### src/rtl/pass_lock_ctrl.sv
// Parametrised password-lock controller: multi-digit code entry, door release on
// request drop, consecutive-failure counting and a timed lockout.
module pass_lock_ctrl #(
    parameter int DIGITS      = 4,
    parameter int WIDTH       = 4,
    parameter int MAX_FAIL    = 3,
    parameter int LOCK_CYCLES = 16
) (
    input  logic                      clk,
    input  logic                      rst_n,
    input  logic                      request,
    input  logic                      confirm,
    input  logic                      digit_valid,
    input  logic [WIDTH-1:0]          digit,
    input  logic [DIGITS*WIDTH-1:0]   pass_code,
    output logic [WIDTH-1:0]          dout,
    output logic                      en_left,
    output logic                      en_right,
    output logic                      locked,
    output logic [3:0]                fail_cnt,
    output logic [2:0]                state
);

    localparam int IW = $clog2(DIGITS);
    localparam int TW = (LOCK_CYCLES > 1) ? $clog2(LOCK_CYCLES) : 1;

    typedef enum logic [2:0] {
        S_IDLE      = 3'd0,
        S_WAIT_CONF = 3'd1,
        S_ENTER     = 3'd2,
        S_GRANTED   = 3'd3,
        S_OPEN      = 3'd4,
        S_DENIED    = 3'd5,
        S_LOCKOUT   = 3'd6
    } state_t;

    state_t            state_r, state_s;
    logic [IW-1:0]     idx_r, idx_s;
    logic              mism_r, mism_s, mism_now_s;
    logic [WIDTH-1:0]  last_r, last_s;
    logic [WIDTH-1:0]  dout_r, dout_s;
    logic              en_left_r, en_left_s;
    logic              en_right_r, en_right_s;
    logic              locked_r, locked_s;
    logic [3:0]        fail_r, fail_s;
    logic [TW-1:0]     timer_r, timer_s;

    // Digit 0 of the stored code occupies the most significant slice.
    function automatic logic [WIDTH-1:0] code_digit(input logic [DIGITS*WIDTH-1:0] code,
                                                    input logic [IW-1:0] idx);
        logic [WIDTH-1:0] d;
        d = {WIDTH{1'b0}};
        for (int i = 0; i < DIGITS; i++) begin
            if (idx == IW'(i)) begin
                d = code[(DIGITS-1-i)*WIDTH +: WIDTH];
            end else begin
                d = d;
            end
        end
        return d;
    endfunction

    // Next-state and next-register-value logic.
    always_comb begin
        state_s    = state_r;
        idx_s      = idx_r;
        mism_s     = mism_r;
        last_s     = last_r;
        dout_s     = dout_r;
        fail_s     = fail_r;
        timer_s    = timer_r;
        en_left_s  = 1'b0;
        en_right_s = 1'b0;
        locked_s   = 1'b0;
        mism_now_s = mism_r | (digit != code_digit(pass_code, idx_r));
        case (state_r)
            S_IDLE: begin
                if (request) begin
                    state_s = S_WAIT_CONF;
                end else begin
                    state_s = S_IDLE;
                end
            end
            S_WAIT_CONF: begin
                if (!request) begin
                    state_s = S_IDLE;
                end else if (confirm) begin
                    state_s = S_ENTER;
                    idx_s   = {IW{1'b0}};
                    mism_s  = 1'b0;
                end else begin
                    state_s = S_WAIT_CONF;
                end
            end
            S_ENTER: begin
                if (!request) begin
                    state_s = S_IDLE;
                end else if (digit_valid) begin
                    mism_s = mism_now_s;
                    last_s = digit;
                    if (idx_r == IW'(DIGITS-1)) begin
                        // Whole code consumed: verdict decided only now, never early.
                        if (mism_now_s) begin
                            state_s = S_DENIED;
                            fail_s  = (fail_r == 4'hF) ? fail_r : fail_r + 4'd1;
                        end else begin
                            state_s = S_GRANTED;
                            fail_s  = 4'd0;
                        end
                    end else begin
                        idx_s = idx_r + IW'(1);
                    end
                end else begin
                    state_s = S_ENTER;
                end
            end
            S_GRANTED: begin
                if (!request) begin
                    state_s = S_IDLE;
                end else if (confirm) begin
                    state_s    = S_OPEN;
                    dout_s     = last_r;
                    en_left_s  = ~last_r[0];
                    en_right_s = last_r[0];
                end else begin
                    state_s = S_GRANTED;
                end
            end
            S_OPEN: begin
                if (!request) begin
                    state_s = S_IDLE;
                end else begin
                    en_left_s  = en_left_r;
                    en_right_s = en_right_r;
                end
            end
            S_DENIED: begin
                if (fail_r >= 4'(MAX_FAIL)) begin
                    state_s  = S_LOCKOUT;
                    locked_s = 1'b1;
                    timer_s  = TW'(LOCK_CYCLES-1);
                end else if (!request) begin
                    state_s = S_IDLE;
                end else begin
                    state_s = S_DENIED;
                end
            end
            S_LOCKOUT: begin
                if (timer_r == {TW{1'b0}}) begin
                    state_s = S_IDLE;
                    fail_s  = 4'd0;
                end else begin
                    locked_s = 1'b1;
                    timer_s  = timer_r - TW'(1);
                end
            end
            default: begin
                state_s = S_IDLE;
            end
        endcase
    end

    // State and output registers.
    always_ff @(posedge clk or negedge rst_n) begin
        if (!rst_n) begin
            state_r    <= S_IDLE;
            idx_r      <= {IW{1'b0}};
            mism_r     <= 1'b0;
            last_r     <= {WIDTH{1'b0}};
            dout_r     <= {WIDTH{1'b0}};
            en_left_r  <= 1'b0;
            en_right_r <= 1'b0;
            locked_r   <= 1'b0;
            fail_r     <= 4'd0;
            timer_r    <= {TW{1'b0}};
        end else begin
            state_r    <= state_s;
            idx_r      <= idx_s;
            mism_r     <= mism_s;
            last_r     <= last_s;
            dout_r     <= dout_s;
            en_left_r  <= en_left_s;
            en_right_r <= en_right_s;
            locked_r   <= locked_s;
            fail_r     <= fail_s;
            timer_r    <= timer_s;
        end
    end

    assign state    = state_r;
    assign dout     = dout_r;
    assign en_left  = en_left_r;
    assign en_right = en_right_r;
    assign locked   = locked_r;
    assign fail_cnt = fail_r;

endmodule

### config.mk
export PLATFORM = sky130hd
export DESIGN_NAME = pass_lock_ctrl
export DESIGN_NICKNAME = d
export VERILOG_FILES = /design/src/rtl/pass_lock_ctrl.sv
export SDC_FILE = /design/constraint.sdc
export NUM_CORES = 1
export LEC_CHECK = 0
export ABC_AREA = 1
export BUFFER_PORTS_ARGS = -buffer_cell sky130_fd_sc_hd__buf_2
export CELL_PAD_IN_SITES_DETAIL_PLACEMENT = 1
export CELL_PAD_IN_SITES_GLOBAL_PLACEMENT = 2
export CORE_MARGIN = 4
export CORE_UTILIZATION = 30
export CTS_CLUSTER_SIZE = 30
export DETAILED_ROUTE_END_ITERATION = 16
export PLACE_DENSITY_LB_ADDON = 0.1
export SETUP_SLACK_MARGIN = 0.2
export SKIP_LAST_GASP = 1
export SYNTH_ARGS = -nofsm -noshare
export SYNTH_HDL_FRONTEND = slang
export SYNTH_SLANG_ARGS = --single-unit
### constraint.sdc
create_clock -name clk -period 2.25 [get_ports clk]
set_input_delay 0.1125 -clock clk [delete_from_list [all_inputs] [get_ports clk]]
set_output_delay 0.1125 -clock clk [all_outputs]
set_load 0.05 [all_outputs]
* Word level (Yosys, flattened, before mapping)
Cells that the tools add are included.
** Storage, ports and cells
- Register bits :: 25
- Output and inout bits :: 14
- Input bits :: 25
- Word-level logic and storage cells :: 101
** Operators by class
- Muxes and demuxes :: 49
- Magnitude comparators :: 1
- Equality and inequality tests :: 23
- Add/subtract/negate cells :: 3
- Bitwise operators :: 2
- Reductions and logical operators :: 13
** Operators by type and width (count)
- $mux 4 :: 12
- $mux 3 :: 10
- $pmux 3 s7 :: 1
- $ne 2x2->1 const B :: 10
- $pmux 4 s2 :: 2
- $mux 2 :: 7
- $mux 1 :: 12
- $reduce_and 3->1 :: 4
- $reduce_and 6->1 :: 2
- $eq 3x3->1 const B :: 3
- $pmux 1 s2 :: 4
- $eq 3x2->1 const B :: 2
- $reduce_bool 2->1 :: 3
- $reduce_and 5->1 :: 1
- $add 4x1->4 const B :: 1
- $eq 2x2->1 const B :: 2
- $eq 4x4->1 const B :: 1
- $ge 4x2->1 const B :: 1
- $logic_not 4->1 :: 1
- $ne 4x4->1 :: 1
- $ne 4x4->1 const B :: 1
- $pmux 2 s2 :: 1
- $sub 4x1->4 const B :: 1
- $eq 3x1->1 const B :: 1
- 7 further kinds :: 7

* Longest topological paths before layout
- Depth in word-level cells :: 12
- Mapped depth :: 16
- Gate-level depth less buffers :: 16

* Worst setup path after synthesis
Ideal clock, no wire load.
- Path type :: register to register
- Start :: register fail_r[0] (netlist: fail_cnt[0])
- End :: register timer_r[3]
- Setup slack :: 0.426 ns
- Data required time :: 2.174 ns
- Arrival :: 1.748 ns
- Buffers on the path :: 0
- Stages on the path, launching flop included :: 9
- Library setup time :: 0.076 ns
- Clock period less this slack :: 1.824 ns
- Path through :: dfrtp_1 ha_1 or2_1 nor2_2 nor3_4 or2_4 nand4_2 a21oi_1 o21ai_1
** Between the ends
- Longest elaborated chain between the ends :: 3
** Ends and longest elaborated chain
- start: declaration :: RTL line 45 : logic [3:0] fail_r, fail_s;
- start signal: assignment :: RTL line 185 : fail_r <= fail_s;
- $ge 4x2->1 :: RTL line 138 : if (fail_r >= 4'(MAX_FAIL)) begin
- $ne 2x2->1 (no source line)
- $reduce_and 3->1 (no source line)
- end signal: assignment :: RTL line 175 : timer_r <= {TW{1'b0}};
- end signal: assignment :: RTL line 186 : timer_r <= timer_s;
- end: declaration :: RTL line 46 : logic [TW-1:0] timer_r, timer_s;
Every way passes these cells.
A chain may end at the register's enable or synchronous reset.

* Final worst setup path
- Start :: register idx_r[0]
- End :: register fail_r[0] (netlist: fail_cnt[0])
** Between the ends
- Longest elaborated chain between the ends :: 12
- Elaborated cells on any way between the ends :: 18
- Those cells by class :: 6 x eq/ne; 9 x mux; 1 x bitwise; 2 x reduce/logical
** Ends and longest elaborated chain
- start: declaration :: RTL line 38 : logic [IW-1:0] idx_r, idx_s;
- start signal: assignment :: RTL line 167 : idx_r <= {IW{1'b0}};
- start signal: assignment :: RTL line 178 : idx_r <= idx_s;
- $logic_not 2->1 :: RTL line 54 : if (idx == IW'(i)) begin
- $mux 4 (4 in a row) :: RTL line 54
- $ne 4x4->1 :: RTL line 75 : mism_now_s = mism_r | (digit != code_digit(pass_code, idx_r));
- $or 1x1->1 :: RTL line 75
- $mux 4 :: RTL line 103 : if (mism_now_s) begin
- $mux 4 :: RTL line 101 : if (idx_r == IW'(DIGITS-1)) begin
- $mux 4 :: RTL line 98 : end else if (digit_valid) begin
- $mux 4 :: RTL line 96 : if (!request) begin
- $pmux 4 s2 :: RTL line 76 : case (state_r)
Parallel ways exist; a longest one is shown, timed or not. The select of a mux whose other input is x is not followed.

==> results.cfg <==
[status]
status = finished, final reports clean

[cells_and_area]
finalNetCount = 291
diodes = 0
drive_gt1_share_pct = 31.27
syn2layout_area_growth_pct = 22.76
num-fill-cells = 686
final-instance-count-excl-fill = 329

[global_routing]
first_global_vias = 1546
grt_max_degree = 26
overflow = 0
antenna_found_initial = 0
grt_pass1_wl_um = 7127
track_usage_pct = 13.62

[floorplan]
die_x_um = 82.14
start_util_pct = 31.68
num_rows = 26
fp.dieH_um = 82.14
ioPinCount = 39
die_area_um2 = 6747
coreArea_um2 = 5205

[detailed_routing]
drcViolationCount = 0
drtPass1Iterations = 4
drt_iter0_markers = 64
wl_um = 4169
wl_per_cell_um = 12.67
route.vias.total = 1487
via_per_inst = 4.520
ant_nets = 0

[worst_setup_path]
worstSetupStartpointType = flop
end_kind = flop
critPathBufInv = 2
slowest_delay_ns = 0.47
cp_top_family = simple AND/OR/NAND/NOR gates
cp.required_ns = 2.41
path_max_fanout = 5
slowest_stage = dfrtp_2
path_class = reg -> reg
cp.arrival_ns = 2.03
crit_top_cell = nand2_1
path_cells = inv_2, ha_4, inv_2, nor2_1, nor2_1, nand2_1, nand2_1, nand2_1, nand3_1, nor2_4, nand2_4, nand3_4, nand2_2, nand2_1, nand2_1

[power_and_ir_drop]
p_per_area_nw_per_um2 = 875.7
p_leak_nw = 1.047
vdd_ir_drop_max_mv = 0.3334

[logic_synthesis]
yosysMostFrequentCell = nand2_1
async_flop_share_pct = 100.0
ys.flop_type = dfrtp_1
syn_area_um2 = 1649
ys_seq_area_share_pct = 37.94
synth_edf_count = 0
synth_area_per_cell_um2 = 7.599
synth.top_cells.by_count = nand2_1 (65), dfrtp_1 (25), inv_1 (23)
postSynthCellCount = 217
yosys.area.top_type = dfrtp_1
ys_types = 34
yosysTopAreaCellShare_pct = 37.94
syn-num-nets = 248
ys_seq_elements = 25
ys_warn_count = 0
synth_area_leaders = dfrtp_1 (38%), nand2_1 (15%), inv_1 (5.2%)

[placement]
dpl.hpwl_um = 3421
portBuffers = 38
dpl.cell_count = 324
place.gp.congestion = 0.7557

[clocking]
root_buffer = clkbuf_8
clkTransAtPathRegs_ns = 0.09
clk_latency_ns = 0.27
htreeDepth = 1
cts_setup_buffers = 0
cts_sinks = 25
clock_path_buffers = 2
cts_made_buffers = 3
cts_tree = done

[timing]
setup_tns_ns = 0
rsz0062_at_grt = false
fmax_ghz = 0.5363
worstMarginPinSlew_ns = 0.5815
setup_viol = 0
max_slew_margin_pct = 61.23
timing.final.max_slew_violations = 0
final-hold-violation-count = 0
post-route-period-util_pct = 82.88
skew_ns = 0.004462
period_minus_slack_ns = 1.865

[min_path]
hp-class = in -> reg

[flow_run]
max-cap-violations = 0
routing by layer:
layer	part of all wire, %	global-route usage (%)	up-vias
li1	-	-	774
met1	49	18.82	677
met2	45	21.81	32
met3	4.5	2.278	4
met4	1.1	3.987	0
met5	0	0	-
tightest hold or removal path, cell delays in order:
cell	delay, ns
buf_2	0.10
nand2_1	0.05
o21ai_0	0.06
state kept, by name, indices dropped and copies added, names as in the netlist:
signal    count
dout          4
fail_cnt      4
locked        1
state         3
idx_r         2
en_left       1
timer_r       4
last_r        4
en_right      1
mism_r        1
cell usage in the layout, fill, tap and decap left out, types with 2 or more instances in the layout:
cell type	count
a211oi_1	3
o21ai_1	6
nand3_1	15
ha_1	2
inv_1	21
inv_2	9
ha_4	3
clkbuf_8	3
nand2_2	3
nand2_1	65
nor2_4	5
a21oi_1	7
nor3_1	2
nor2_1	16
inv_4	2
or2_1	4
buf_2	38
o21ai_0	8
dfrtp_2	2
nor2_2	2
dfrtp_1	23
nor3_4	2
final timing paths:
| check | startpoint | endpoint | slack [ns] | cells after the start |
|---|---|---|---|---|
| worst max-delay path | idx_r[0]$_DFFE_PN0P_ | fail_cnt[0]$_DFFE_PN0P_ | 0.39 | 15 |
| worst min-delay path | digit[2] | last_r[2]$_DFFE_PN0P_ | 0.09 | 3 |
| worst max register to register | idx_r[0]$_DFFE_PN0P_ | fail_cnt[0]$_DFFE_PN0P_ | 0.39 | 15 |
| worst min register to register | dout[1]$_DFFE_PN0P_ | dout[1]$_DFFE_PN0P_ | 0.47 | 2 |
| max in group asynchronous | rst_n | idx_r[1]$_DFFE_PN0P_ | 1.45 | 2 |
| min in group asynchronous | rst_n | dout[2]$_DFFE_PN0P_ | 0.37 | 2 |
report_power, final:
group	switching, mW	internal, mW
combinational	0.596	0.272
clock	0.143	0.124
sequential	0.0890	0.549
logic make-up (layout without fill, tap and decap cells):
kind of cell / Yosys count / in the layout / synth area share [%]
AND/OR/NAND/NOR: 121 / 121 / 37.10
XOR/XNOR: 1 / 1 / 0.5312
flip-flops: 25 / 25 / 37.94
buffers and inverters: 34 / 76 / 8.573
adder cells (fa/ha/maj): 6 / 6 / 4.552
AO/OA/AOI/OAI: 30 / 30 / 11.31
layout make-up:
type                    count  area, um^2  share of cell area, %
clock buffers               3       41.29                  2.040
inverters                  32       125.1                  6.180
flip-flops and latches     25       628.1                  31.03
repair buffers             40       207.7                  10.26
clock inverters             1       5.005                 0.2472
multi-input cells         158       929.6                  45.92
well taps                  70       87.58                  4.326
stage by stage:
step	util [%]	total power, mW	area (um^2)	hold WS, ns	setup slack [ns]
floorplan	-	1.282	1649	-0.1831	0.4258
global route	38.89	1.927	2024	0.1161	0.2172
finish	38.89	1.773	2024	0.08963	0.3852
CTS	37.93	1.771	1974	0.08273	0.2589
detailed placement	36.85	1.486	1918	0.1478	0.2747
global placement	36.85	1.482	1918	0.1546	0.3403
what timing repair did:
action	4_1_cts	5_1_grt
endpoints found under the hold margin	25	0
setup endpoints to repair	0	6
hold buffers	1	0
gates resized for setup	0	12
Power figures use the tool's default switching activity.
